**config.mk**
```make
export PLATFORM = sky130hd
export DESIGN_NAME = eq_band_mixer
export DESIGN_NICKNAME = d
export VERILOG_FILES = /design/src/rtl/eq_band_mixer.sv
export SDC_FILE = /design/constraint.sdc
export NUM_CORES = 1
export LEC_CHECK = 0
export BUFFER_PORTS_ARGS = -buffer_cell sky130_fd_sc_hd__buf_2
export CELL_PAD_IN_SITES_DETAIL_PLACEMENT = 1
export CELL_PAD_IN_SITES_GLOBAL_PLACEMENT = 1
export CORE_ASPECT_RATIO = 1.5
export CORE_MARGIN = 5
export CORE_UTILIZATION = 54
export DETAILED_ROUTE_END_ITERATION = 10
export GPL_ROUTABILITY_DRIVEN = 0
export GPL_TIMING_DRIVEN = 0
export PLACE_DENSITY_LB_ADDON = 0.1
export SETUP_SLACK_MARGIN = 0.4
export SYNTH_ARGS = -nofsm -noshare
export SYNTH_HDL_FRONTEND = slang
export SYNTH_SLANG_ARGS = --single-unit
```
**constraint.sdc**
```tcl
create_clock -name clk -period 11.5 [get_ports clk]
set_clock_uncertainty 0.05 [all_clocks]
set_input_delay 0.575 -clock clk [delete_from_list [all_inputs] [get_ports clk]]
set_output_delay 0.575 -clock clk [all_outputs]
set_load 0.01 [all_outputs]
```
**src/rtl/eq_band_mixer.sv**
```systemverilog
`default_nettype none
// +----------------------------------------------------------------------------+
// | eq_band_mixer: collects one sample per EQ band, applies per-band Q2.14     |
// | gains with one shared multiplier, rounds/saturates to a DATA_W sample.     |
// | Optional: EQ_MIX_CLIP_CNT_EN adds a saturating clip_cnt output.            |
// | Revision: 1.0                                                              |
// +----------------------------------------------------------------------------+
module eq_band_mixer #(
    parameter int N_BAND = 5,
    parameter int DATA_W = 16,
    parameter int GAIN_W = 16,
    parameter int ACC_W  = 40
) (
    input  logic                     clk,
    input  logic                     rst_n,
    input  logic [N_BAND-1:0]        band_vld,
    input  logic [N_BAND*DATA_W-1:0] band_data,
    input  logic                     gain_we,
    input  logic [2:0]               gain_addr,
    input  logic [GAIN_W-1:0]        gain_wdata,
    input  logic                     ovr_clr,
    output logic [DATA_W-1:0]        y_out,
    output logic                     y_valid,
    output logic                     busy,
    output logic                     overrun
`ifdef EQ_MIX_CLIP_CNT_EN
    ,
    output logic [15:0]              clip_cnt
`endif
);

    typedef enum logic [1:0] {
        ST_COLLECT = 2'd0,
        ST_MAC     = 2'd1,
        ST_OUT     = 2'd2
    } state_t;

    localparam int c_prod_w = DATA_W + GAIN_W;
    localparam int c_frac   = GAIN_W - 2;
    localparam logic [GAIN_W-1:0]       c_unity   = GAIN_W'(1) << c_frac;
    localparam logic signed [ACC_W-1:0] c_half    = ACC_W'(1) << (c_frac - 1);
    localparam logic signed [ACC_W-1:0] c_sat_max = (ACC_W'(1) << (DATA_W - 1)) - ACC_W'(1);
    localparam logic signed [ACC_W-1:0] c_sat_min = ~c_sat_max;

    state_t                    state_q, state_d;
    logic [DATA_W-1:0]         cap_q    [N_BAND];
    logic [DATA_W-1:0]         cap_d    [N_BAND];
    logic [DATA_W-1:0]         work_q   [N_BAND];
    logic [DATA_W-1:0]         work_d   [N_BAND];
    logic [GAIN_W-1:0]         shadow_q [N_BAND];
    logic [GAIN_W-1:0]         shadow_d [N_BAND];
    logic [GAIN_W-1:0]         active_q [N_BAND];
    logic [GAIN_W-1:0]         active_d [N_BAND];
    logic [N_BAND-1:0]         mask_q, mask_d;
    logic signed [ACC_W-1:0]   acc_q, acc_d;
    logic [2:0]                idx_q, idx_d;
    logic [DATA_W-1:0]         y_out_q, y_out_d;
    logic                      y_valid_q, y_valid_d;
    logic                      overrun_q, overrun_d;

    logic [N_BAND-1:0]         w_mask_all;
    logic                      w_snapshot;
    logic signed [DATA_W-1:0]  w_work_sel;
    logic signed [GAIN_W-1:0]  w_gain_sel;
    logic signed [c_prod_w-1:0] w_prod;
    logic signed [ACC_W-1:0]   w_prod_ext;
    logic signed [ACC_W-1:0]   w_rnd;
    logic signed [ACC_W-1:0]   w_shift;
    logic                      w_sat_hi;
    logic                      w_sat_lo;

    assign w_mask_all = mask_q | band_vld;
    assign w_snapshot = (state_q == ST_COLLECT) && (&w_mask_all);

    // Single shared multiplier: operands selected by the MAC index
    always_comb begin
        w_work_sel = '0;
        w_gain_sel = '0;
        for (int k = 0; k < N_BAND; k++) begin
            if (idx_q == 3'(k)) begin
                w_work_sel = work_q[k];
                w_gain_sel = active_q[k];
            end
        end
    end

    assign w_prod     = w_work_sel * w_gain_sel;
    assign w_prod_ext = {{(ACC_W - c_prod_w){w_prod[c_prod_w-1]}}, w_prod};
    assign w_rnd      = acc_q + c_half;
    assign w_shift    = w_rnd >>> c_frac;
    assign w_sat_hi   = w_shift > c_sat_max;
    assign w_sat_lo   = w_shift < c_sat_min;

    always_comb begin
        state_d   = state_q;
        cap_d     = cap_q;
        work_d    = work_q;
        shadow_d  = shadow_q;
        active_d  = active_q;
        acc_d     = acc_q;
        idx_d     = idx_q;
        y_out_d   = y_out_q;
        y_valid_d = 1'b0;
        overrun_d = ovr_clr ? 1'b0 : overrun_q;
        mask_d    = w_snapshot ? '0 : w_mask_all;

        // Capture runs every cycle so next-frame samples never wait on the FSM
        for (int k = 0; k < N_BAND; k++) begin
            if (band_vld[k]) begin
                cap_d[k] = band_data[k*DATA_W +: DATA_W];
            end
            if (gain_we && (gain_addr == 3'(k))) begin
                shadow_d[k] = gain_wdata;
            end
        end
        if (|(band_vld & mask_q)) begin
            overrun_d = 1'b1;
        end

        case (state_q)
            ST_COLLECT: begin
                if (w_snapshot) begin
                    work_d   = cap_d;
                    active_d = shadow_d;
                    acc_d    = '0;
                    idx_d    = '0;
                    state_d  = ST_MAC;
                end
            end
            ST_MAC: begin
                acc_d = acc_q + w_prod_ext;
                idx_d = idx_q + 3'd1;
                if (idx_q == 3'(N_BAND - 1)) begin
                    state_d = ST_OUT;
                end
            end
            ST_OUT: begin
                if (w_sat_hi) begin
                    y_out_d = c_sat_max[DATA_W-1:0];
                end else if (w_sat_lo) begin
                    y_out_d = c_sat_min[DATA_W-1:0];
                end else begin
                    y_out_d = w_shift[DATA_W-1:0];
                end
                y_valid_d = 1'b1;
                state_d   = ST_COLLECT;
            end
            default: begin
                state_d = ST_COLLECT;
            end
        endcase
    end

    always_ff @(posedge clk or negedge rst_n) begin
        if (!rst_n) begin
            state_q   <= ST_COLLECT;
            mask_q    <= '0;
            acc_q     <= '0;
            idx_q     <= '0;
            y_out_q   <= '0;
            y_valid_q <= 1'b0;
            overrun_q <= 1'b0;
            for (int k = 0; k < N_BAND; k++) begin
                cap_q[k]    <= '0;
                work_q[k]   <= '0;
                shadow_q[k] <= c_unity;
                active_q[k] <= c_unity;
            end
        end else begin
            state_q   <= state_d;
            mask_q    <= mask_d;
            acc_q     <= acc_d;
            idx_q     <= idx_d;
            y_out_q   <= y_out_d;
            y_valid_q <= y_valid_d;
            overrun_q <= overrun_d;
            cap_q     <= cap_d;
            work_q    <= work_d;
            shadow_q  <= shadow_d;
            active_q  <= active_d;
        end
    end

`ifdef EQ_MIX_CLIP_CNT_EN
    logic [15:0] clip_cnt_q, clip_cnt_d;

    always_comb begin
        clip_cnt_d = clip_cnt_q;
        if ((state_q == ST_OUT) && (w_sat_hi || w_sat_lo) && (clip_cnt_q != 16'hFFFF)) begin
            clip_cnt_d = clip_cnt_q + 16'd1;
        end
        if (ovr_clr) begin
            clip_cnt_d = '0;
        end
    end

    always_ff @(posedge clk or negedge rst_n) begin
        if (!rst_n) begin
            clip_cnt_q <= '0;
        end else begin
            clip_cnt_q <= clip_cnt_d;
        end
    end

    assign clip_cnt = clip_cnt_q;
`endif

    assign y_out   = y_out_q;
    assign y_valid = y_valid_q;
    assign busy    = (state_q != ST_COLLECT);
    assign overrun = overrun_q;

endmodule
`default_nettype wire

```
==> summary.md, run 1 <==
| Metric | Value |
|---|---|
| Relative slew slack | `0.135` |
| Fraction of layout cells with a size suffix above 1 | `0.125` |
| Root buf cell | `clkbuf_16` |
| Grt ovf | `0` |
| Area delta synth->final | `10.1%` |
| Initial core utilization | `0.543` |
| Post-synthesis net count | `3518` |
| GRT Util Overall | `0.318` |
| Antenna diode count | `0` |
| CP endpoint kind | `flip-flop` |
| Kind of cell adding the most delay to the critical path | `adder cells` |
| Placed Instances | `3765` |
| Hold buffer count at CTS | `1` |
| Setup repair bufs after CTS | `0` |
| CTS resizes | `0` |
| Clock tree buffer depth | `3` |
| Num rows | `103` |
| H-tree lvl count | `2` |
| Startpoint types | `flip-flop` |
| Final Max Tran Viols | `0` |
| Seq/Total Area, Yosys | `0.341` |
| CP peak stage delay | `0.87 ns` |
| Peak Freq | `101 MHz` |
| Outcome | `finished, final reports clean` |
| Measured slew at the worst slew-check pin | `1.30 ns` |
| CTS tree | `yes` |
| Post-synth cell types | `66` |
| IO Port Bufs | `120` |
| Mapped Avg Cell Area | `9.62 sq um` |
| Die Area | `57500 sq um` |
| Crit path DAT | `10.36 ns` |
| Final design utilization | `0.598` |
| Synthesized area | `28500 sq um` |
| Largest area contributor in the synthesized netlist | `dfrtp_1` |
| Global-route wire length before repair | `142 mm` |
| Setup TNS | `0 ns` |
| Boundary Pins | `127` |
| Dominant synthesized flop cell | `dfrtp_1` |
| Endpoints failing hold | `0` |
| Final Instance Count excl. Fillers | `3837` |
| Drc violations | `0` |
| Period utilization | `0.865` |
| Vias in the first global route | `25700` |
| Routed vias/inst | `5.67` |
| Min Tclk post-route | `9.95 ns` |
| Max Cap Viol | `0` |
| Avg WL per Cell | `23.2 microns` |
| Worst Path Buf+Inv | `8` |
| Core Box Area | `52500 sq um` |
| Number of flops mapped to enable cells by yosys | `0` |
| Crit path required time | `11.92 ns` |
| Clk pin slew, worst setup/hold paths | `0.07 ns` |
| CP max stage cell | `a21oi_1` |
| R2r setup slk | `1.55 ns` |
| Final layout net count | `3685` |
| Die H | `291 microns` |
| Area occupied by multi-input gates | `16600 sq um` |
| DRT Pass-1 Iters | `5` |
| Crit path max fanout | `10` |
| Synthesized instance count | `2959` |
| Storage cell area | `9720 sq um` |
| Kind of critical path | `reg -> reg` |
| Clock sinks | `388` |
| Post-DRT Antenna Nets | `0` |
| Num CTS Buffers | `40` |
| FFs w/ async S/R, synth | `1.00` |
| Initial DRC count | `859` |
| DP HPWL | `71.7 mm` |
| Largest net degree at the start of global routing | `124` |
| Setup violators final | `0` |
| RSZ-0062 raised after global routing | `no` |
| Antenna violations before repair | `3` |
| Ys Warns | `0` |
| Worst hold slack | `0.199 ns` |
| Most numerous cell in the Yosys netlist | `nand2_1` |
| Synth top area share | `0.332` |
| Largest cells by area after synthesis | `dfrtp_1, fa_1, nand2_1` |
| Synth cell count leaders | `nand2_1, inv_1, dfrtp_1` |
| Clock latency on the worst-skew pair | `0.59 ns` |
| Die width | `197 microns` |
| Worst Hold Class | `in -> reg` |
| Final wirelength | `89.1 mm` |
| Synth Register Bits | `388` |
| Number of vias after detailed routing | `21800` |
| Fill cell count | `6022` |
metrics by stage:
step           setup WS (ns)  cell area (sq um)
4_1_cts                 1.68              31300
3_5_place_dp            1.80              30000
5_1_grt                 1.05              31300
3_3_place_gp            1.95              29900
6_report                1.55              31300
2_1_floorplan           3.80              28500
placed cells by master (no fill, tap or decap), drive strengths merged, types with 6 or more instances in the layout:
cell type  synthesis  final
nor2             208    208
nand2            678    678
inv              427    430
o311ai             6      6
nor3              37     37
dfrtp            378    378
clkinv             1     15
nand2b            13     13
o21ai             90     90
nand3             55     55
xnor2             41     41
buf               26    150
a21o              36     36
o21a               6      6
xor2              16     16
a221oi            33     33
clkbuf            99    149
nand4              9      9
o31ai              7      7
dfstp             10     10
a211oi            10     10
and2              11     11
fa               330    330
a21oi             95     95
ha               121    121
mux2             160    160
layer usage:
metal	vias up	track usage	wire length [microns]
met5	-	0	39
met4	6	0.190	6720
met3	324	0.0457	3420
met2	588	0.588	47900
met1	11200	0.337	31000
li1	9610	-	-
path summary, 6_finish.rpt:
| check | cells past startpoint | endpoint | startpoint |
|---|---|---|---|
| setup reg to reg | 31 | acc_q[35] | idx_q[1] |
| min in group asynchronous | 2 | cap_q[52] | rst_n |
| max in group asynchronous | 5 | shadow_q[34] | rst_n |
| hold reg to reg | 2 | active_q[14] | active_q[14] |
| hold / removal | 2 | cap_q[55] | band_data[23] |
| setup / recovery | 31 | acc_q[35] | idx_q[1] |
layout make-up:
| class | instances | share of cell area |
|---|---|---|
| clock buffer | 50 | 0.0354 |
| buffer | 125 | 0.0158 |
| multi-input combinational | 2018 | 0.531 |
| clock inverter | 21 | 0.00631 |
| timing repair buffer | 125 | 0.0229 |
| sequential | 388 | 0.310 |
| inverter | 428 | 0.0512 |
| tap | 682 | 0.0272 |
registers in the layout, indices dropped and copies added (netlist names):
signal,flops
work_q,80
acc_q,40
active_q,80
mask_q,5
idx_q,3
overrun,1
y_valid,1
state_q,2
cap_q,80
shadow_q,80
y_out,16
kinds of logic after synthesis:
kind of cell             after synthesis  synth area share
XOR/XNOR                              57            0.0175
adder cells (fa/ha/maj)              451             0.285
multiplexers                         161            0.0636
flip-flops                           388             0.341
AND/OR/NAND/NOR                     1034             0.146
AO/OA/AOI/OAI                        315            0.0720
buffers and inverters                553            0.0738
Power of run 1 is left out: the tool's default activity adds up to more than one toggle a clock period on the data nets, which glitch-free logic cannot reach.
==> run 2: changes to the inputs <==
--- a/config.mk
+++ b/config.mk
@@ -18,2 +18,3 @@
 export SETUP_SLACK_MARGIN = 0.4
+export SLEW_MARGIN = 20
 export SYNTH_ARGS = -nofsm -noshare
--- a/constraint.sdc
+++ b/constraint.sdc
@@ -4,2 +4,2 @@
 set_output_delay 0.575 -clock clk [all_outputs]
-set_load 0.01 [all_outputs]
+set_load 0.05 [all_outputs]
==> run 2 against run 1 <==
Effect of this change: register-to-register slack got worse by 0.13 ns; critical path type unchanged; sequential cell count did not move; sequential share of layout area fell by 0.12 points; via count rose by 0.12%; utilization rose by 0.24 points; global-route usage rose by 0.16 points; die area did not move; worst setup slack got worse by 0.13 ns; final cell count barely moved; wire length rose by 0.79%; cell area rose by 0.40%; critical path depth fell by 1.
==> summary.md, run 2 (same netlist as run 1, synthesis figures left out) <==
| Metric | Value |
|---|---|
| Clock tree buffer depth | `3` |
| Die H | `291 microns` |
| HP Start | `band_data[27]` |
| Avg WL per Cell | `23.4 microns` |
| Grt ovf | `0` |
| Endpoints failing hold | `0` |
| GRT Util Overall | `0.319` |
| Clock latency on the worst-skew pair | `0.58 ns` |
| CP peak stage delay | `0.96 ns` |
| Worst Hold Class | `in -> reg` |
| Setup TNS | `0 ns` |
| Placed Instances | `3766` |
| H-tree lvl count | `2` |
| Cell Area, Placed | `30100 sq um` |
| Num CTS Buffers | `39` |
| Final layout net count | `3685` |
| Final design utilization | `0.600` |
| Most used cell, CP | `fa_1` |
| Measured slew at the worst slew-check pin | `1.24 ns` |
| RSZ-0062 raised after global routing | `no` |
| CP endpoint kind | `flip-flop` |
| Area delta synth->final | `10.6%` |
| Final wirelength | `89.8 mm` |
| Die width | `197 microns` |
| Die Area | `57500 sq um` |
| Fill cell count | `5959` |
| Startpoint types | `flip-flop` |
| Design area | `31500 sq um` |
| Highest Signal Layer | `met4` |
| Antenna violations before repair | `0` |
| Post-DRT Antenna Nets | `0` |
| Commonest non-fill, non-tap cell in the layout | `nand2_1` |
| Boundary Pins | `127` |
| Clk pin slew, worst setup/hold paths | `0.07 ns` |
| Initial DRC count | `913` |
| Routed vias/inst | `5.67` |
| Fraction of layout cells with a size suffix above 1 | `0.125` |
| Relative slew slack | `0.175` |
| RR Startpoint | `idx_q[0]` |
| Clock sinks | `388` |
| CP max stage cell | `a21oi_1` |
| Crit path DAT | `10.51 ns` |
| Max Cap Viol | `0` |
| Kind of critical path | `reg -> reg` |
| Drc violations | `0` |
| DR WL met3 | `2.88 mm` |
| DRT Pass-1 Iters | `5` |
| Period utilization | `0.877` |
| IO Port Bufs | `120` |
| Final Max Tran Viols | `0` |
| Setup violators final | `0` |
| Peak Freq | `99.2 MHz` |
| CP Launch Point | `idx_q[0]` |
| Largest net degree at the start of global routing | `101` |
| DP HPWL | `72.9 mm` |
| Wire length on met1 | `31.6 mm` |
| Most frequent cells in the layout | `nand2_1, inv_1, dfrtp_1` |
| Met2 wire length | `48.9 mm` |
| Final Instance Count excl. Fillers | `3839` |
| Initial core utilization | `0.543` |
| Number of vias after detailed routing | `21800` |
| Num rows | `103` |
| Outcome | `finished, final reports clean` |
| Crit path max fanout | `10` |
| Antenna diode count | `0` |
| CTS tree | `yes` |
| Crit path required time | `11.93 ns` |
| Min Tclk post-route | `10.08 ns` |
| Global-route wire length before repair | `143 mm` |
| Root buf cell | `clkbuf_16` |
| Vias in the first global route | `25800` |
| Core Box Area | `52500 sq um` |
==> run 2: area by class of cell <==
class	count	area, sq um	share of cell area
Multi-Input combinational cell	2018	16700	0.530
Tap cell	682	853	0.0271
Sequential cell	388	9720	0.309
Timing Repair Buffer	126	742	0.0236
Inverter	428	1610	0.0510
Buffer	125	497	0.0158
Clock inverter	18	273	0.00867
Clock buffer	54	1110	0.0354
==> run 2: final timing paths <==
check / slack, ns / endpoint / depth (start not counted)
max in group asynchronous: 9.24 / acc_q[2] / 5
setup reg to reg: 1.42 / acc_q[37] / 30
hold / removal: 0.20 / cap_q[59] / 2
setup / recovery: 1.42 / acc_q[37] / 30
min in group asynchronous: 0.45 / cap_q[52] / 2
hold reg to reg: 0.41 / active_q[30] / 2
==> run 2: metal layers <==
layer,up-vias,GRT usage
li1,9602,-
met1,11300,0.345
met2,611,0.595
met3,311,0.0345
met4,0,0.185
met5,-,0
==> run 2: timing repair <==
item / 4_1_cts / 5_1_grt
setup endpoints to repair: 0 / 0
hold endpoints to repair: 51 / 0
buffers inserted: 0 / 0
resized for setup: 0 / 0
hold buffers: 1 / 0
==> run 2: worst max-delay path: cells and delay by family, from the launching register on <==
kind                     cells  cell delay, ns
adder cells (fa/ha/maj)      8            3.68
AND/OR/NAND/NOR              5            0.93
AO/OA/AOI/OAI               10            3.22
buffers and inverters        7            1.62
flip-flops                   1            0.45
==> run 2: through the flow <==
step	worst slack [ns]	hold slack [ns]
floorplan	3.80	0.229
detailed placement	1.79	0.400
finish	1.42	0.199
global route	1.08	0.193
CTS	1.62	0.183
global placement	1.95	0.395
Power of run 2 is left out for the same reason.
==> run 3: changes to the inputs <==
Settings changed: ABC_AREA set to 1, CORE_UTILIZATION 54 to 52.
==> run 3 against run 2 <==
Effect of this change: sequential cell count unchanged; cell area is 3.7% higher; worst setup slack gained 0.20 ns; maximum frequency rose by 2.1%; synthesized area grew 3.7%; wire length rose by 20%; final cell count up 19%; register-to-register slack better by 0.20 ns; first-iteration DRC count up 64%; non-clock buffer count is 1 higher; synthesized cell count is 21% higher.
==> summary.md, run 3 <==
| Metric | Value |
|---|---|
| Critical R2R Capture | `acc_q[25]` |
| GRT Util Overall | `0.356` |
| Die H | `302 microns` |
| Max Cap Viol | `0` |
| Drc violations | `0` |
| CTS tree | `yes` |
| IO Port Bufs | `125` |
| Fraction of layout cells with a size suffix above 1 | `0.0825` |
| Num CTS Buffers | `40` |
| Initial core utilization | `0.523` |
| Ys Warns | `0` |
| Final layout net count | `4322` |
| Setup violators final | `0` |
| Post-synthesis net count | `4148` |
| Clock sinks | `388` |
| CP max stage cell | `clkbuf_1` |
| Setup repair bufs after CTS | `0` |
| R2r setup slk | `1.62 ns` |
| Post-DRT Antenna Nets | `0` |
| Synth top area share | `0.320` |
| Min Tclk post-route | `9.88 ns` |
| Vias in the first global route | `29400` |
| Fill cell count | `7026` |
| Number of flops mapped to enable cells by yosys | `0` |
| Hold Path Stages | `2` |
| Worst Hold Class | `in -> reg` |
| Synthesized instance count | `3589` |
| Final wirelength | `108 mm` |
| Kind of critical path | `reg -> reg` |
| Grt ovf | `0` |
| Synth Register Bits | `388` |
| CP peak stage delay | `0.71 ns` |
| Core Box Area | `56500 sq um` |
| Global-route wire length before repair | `167 mm` |
| DRT Pass-1 Iters | `7` |
| Storage cell area | `9720 sq um` |
| Mapped Avg Cell Area | `8.23 sq um` |
| Seq/Total Area, Yosys | `0.329` |
| Final WS setup | `1.62 ns` |
| Final design utilization | `0.578` |
| Crit path required time | `11.90 ns` |
| RSZ-0062 raised after global routing | `no` |
| Antenna violations before repair | `3` |
| Worst Reg-to-Reg Cells | `31` |
| Clk pin slew, worst setup/hold paths | `0.06 ns` |
| Relative slew slack | `0.222` |
| Avg WL per Cell | `23.7 microns` |
| RR Startpoint | `idx_q[0]` |
| DP HPWL | `88.0 mm` |
| Num rows | `107` |
| FFs w/ async S/R, synth | `1.00` |
| Boundary Pins | `127` |
| Period utilization | `0.859` |
| Final Max Tran Viols | `0` |
| Area delta synth->final | `10.6%` |
| Synth cell count leaders | `nand2_1, inv_1, dfrtp_1` |
| Largest area contributor in the synthesized netlist | `dfrtp_1` |
| Peak Freq | `101 MHz` |
| Startpoint types | `flip-flop` |
| WHS Endpoint | `overrun` |
| Most frequent cells in the layout | `nand2_1, inv_1, dfrtp_1` |
| Largest cells by area after synthesis | `dfrtp_1, fa_1, nand2_1` |
| HP Start | `ovr_clr` |
| Die width | `205 microns` |
| Endpoints failing hold | `0` |
| H-tree lvl count | `2` |
| Most numerous cell in the Yosys netlist | `nand2_1` |
| Post-Place Worst Slack | `1.82 ns` |
| Number of vias after detailed routing | `25400` |
| Measured slew at the worst slew-check pin | `1.17 ns` |
| Commonest non-fill, non-tap cell in the layout | `nand2_1` |
| Outcome | `finished, final reports clean` |
| Crit path DAT | `10.28 ns` |
| Crit path max fanout | `10` |
| Post-synth cell types | `46` |
| Root buf cell | `clkbuf_16` |
| Die Area | `61700 sq um` |
| Largest net degree at the start of global routing | `105` |
| CP endpoint kind | `flip-flop` |
| Setup TNS | `0 ns` |
| Dominant synthesized flop cell | `dfrtp_1` |
| Routed vias/inst | `5.58` |
| Initial DRC count | `1500` |
| Most used cell, CP | `nand2_1` |
| Area occupied by multi-input gates | `16700 sq um` |
| Synthesized area | `29500 sq um` |
| Clock tree buffer depth | `3` |
| Clock latency on the worst-skew pair | `0.58 ns` |
==> run 3: routing by layer <==
layer / track usage / share of wire / routed length (microns) / up-vias
li1: - / - / - / 11200
met1: 0.350 / 0.32 / 34200 / 12900
met2: 0.657 / 0.53 / 57500 / 859
met3: 0.0461 / 0.043 / 4630 / 467
met4: 0.298 / 0.11 / 11600 / 0
met5: 0 / 0 / 0 / -
==> run 3: stage by stage <==
stage          std cells  hold WS (ns)  area [sq um]
6_report            4559         0.135         32700
5_1_grt             4557         0.147         32600
4_1_cts             4557         0.125         32600
3_5_place_dp        4483         0.410         31300
3_3_place_gp        4477         0.404         31100
2_1_floorplan       3589         0.229         29500
==> run 3: timing repair <==
action	4_1_cts	5_1_grt
hold buffers	1	0
gates resized for setup	0	0
endpoints found under the hold margin	50	0
==> run 3: worst max-delay path by stage <==
stage / from / endpoint / cells after the start
4_1_cts: idx_q[0] / acc_q[36] / 28
2_1_floorplan: idx_q[0] / acc_q[37] / 29
5_1_grt: idx_q[0] / acc_q[36] / 28
3_5_place_dp: idx_q[0] / acc_q[36] / 28
6_report: idx_q[0] / acc_q[25] / 31
3_3_place_gp: idx_q[0] / acc_q[36] / 28
==> run 3: cells by family (layout without fill, tap and decap cells) <==
group,count (synthesis),in the layout,share of synthesized area
flip-flops,388,388,0.329
AO/OA/AOI/OAI,484,484,0.0938
other,0,2,0
AND/OR/NAND/NOR,1434,1434,0.189
XOR/XNOR,27,27,0.00801
buffers and inverters,805,1010,0.105
adder cells (fa/ha/maj),451,451,0.275
==> run 3: layout make-up <==
| type | instances | area share |
|---|---|---|
| repair buffers | 132 | 0.0236 |
| inverters | 685 | 0.0787 |
| multi-input cells | 2396 | 0.513 |
| well taps | 763 | 0.0292 |
| plain buffers | 120 | 0.0158 |
| clock inverters | 23 | 0.00877 |
| diodes | 2 | 0.000153 |
| flip-flops and latches | 388 | 0.298 |
| clock buffers | 50 | 0.0330 |
==> run 3: critical path, delay by kind of cell, from the launching register on <==
kind	cells	cell delay (ns)
and+or+nand+nor	10	1.30
buffers and inverters	8	2.06
AOI/OAI and AO/OA	4	1.98
adders and majority gates	9	3.91
DFF	1	0.41
Power of run 3 is left out for the same reason.
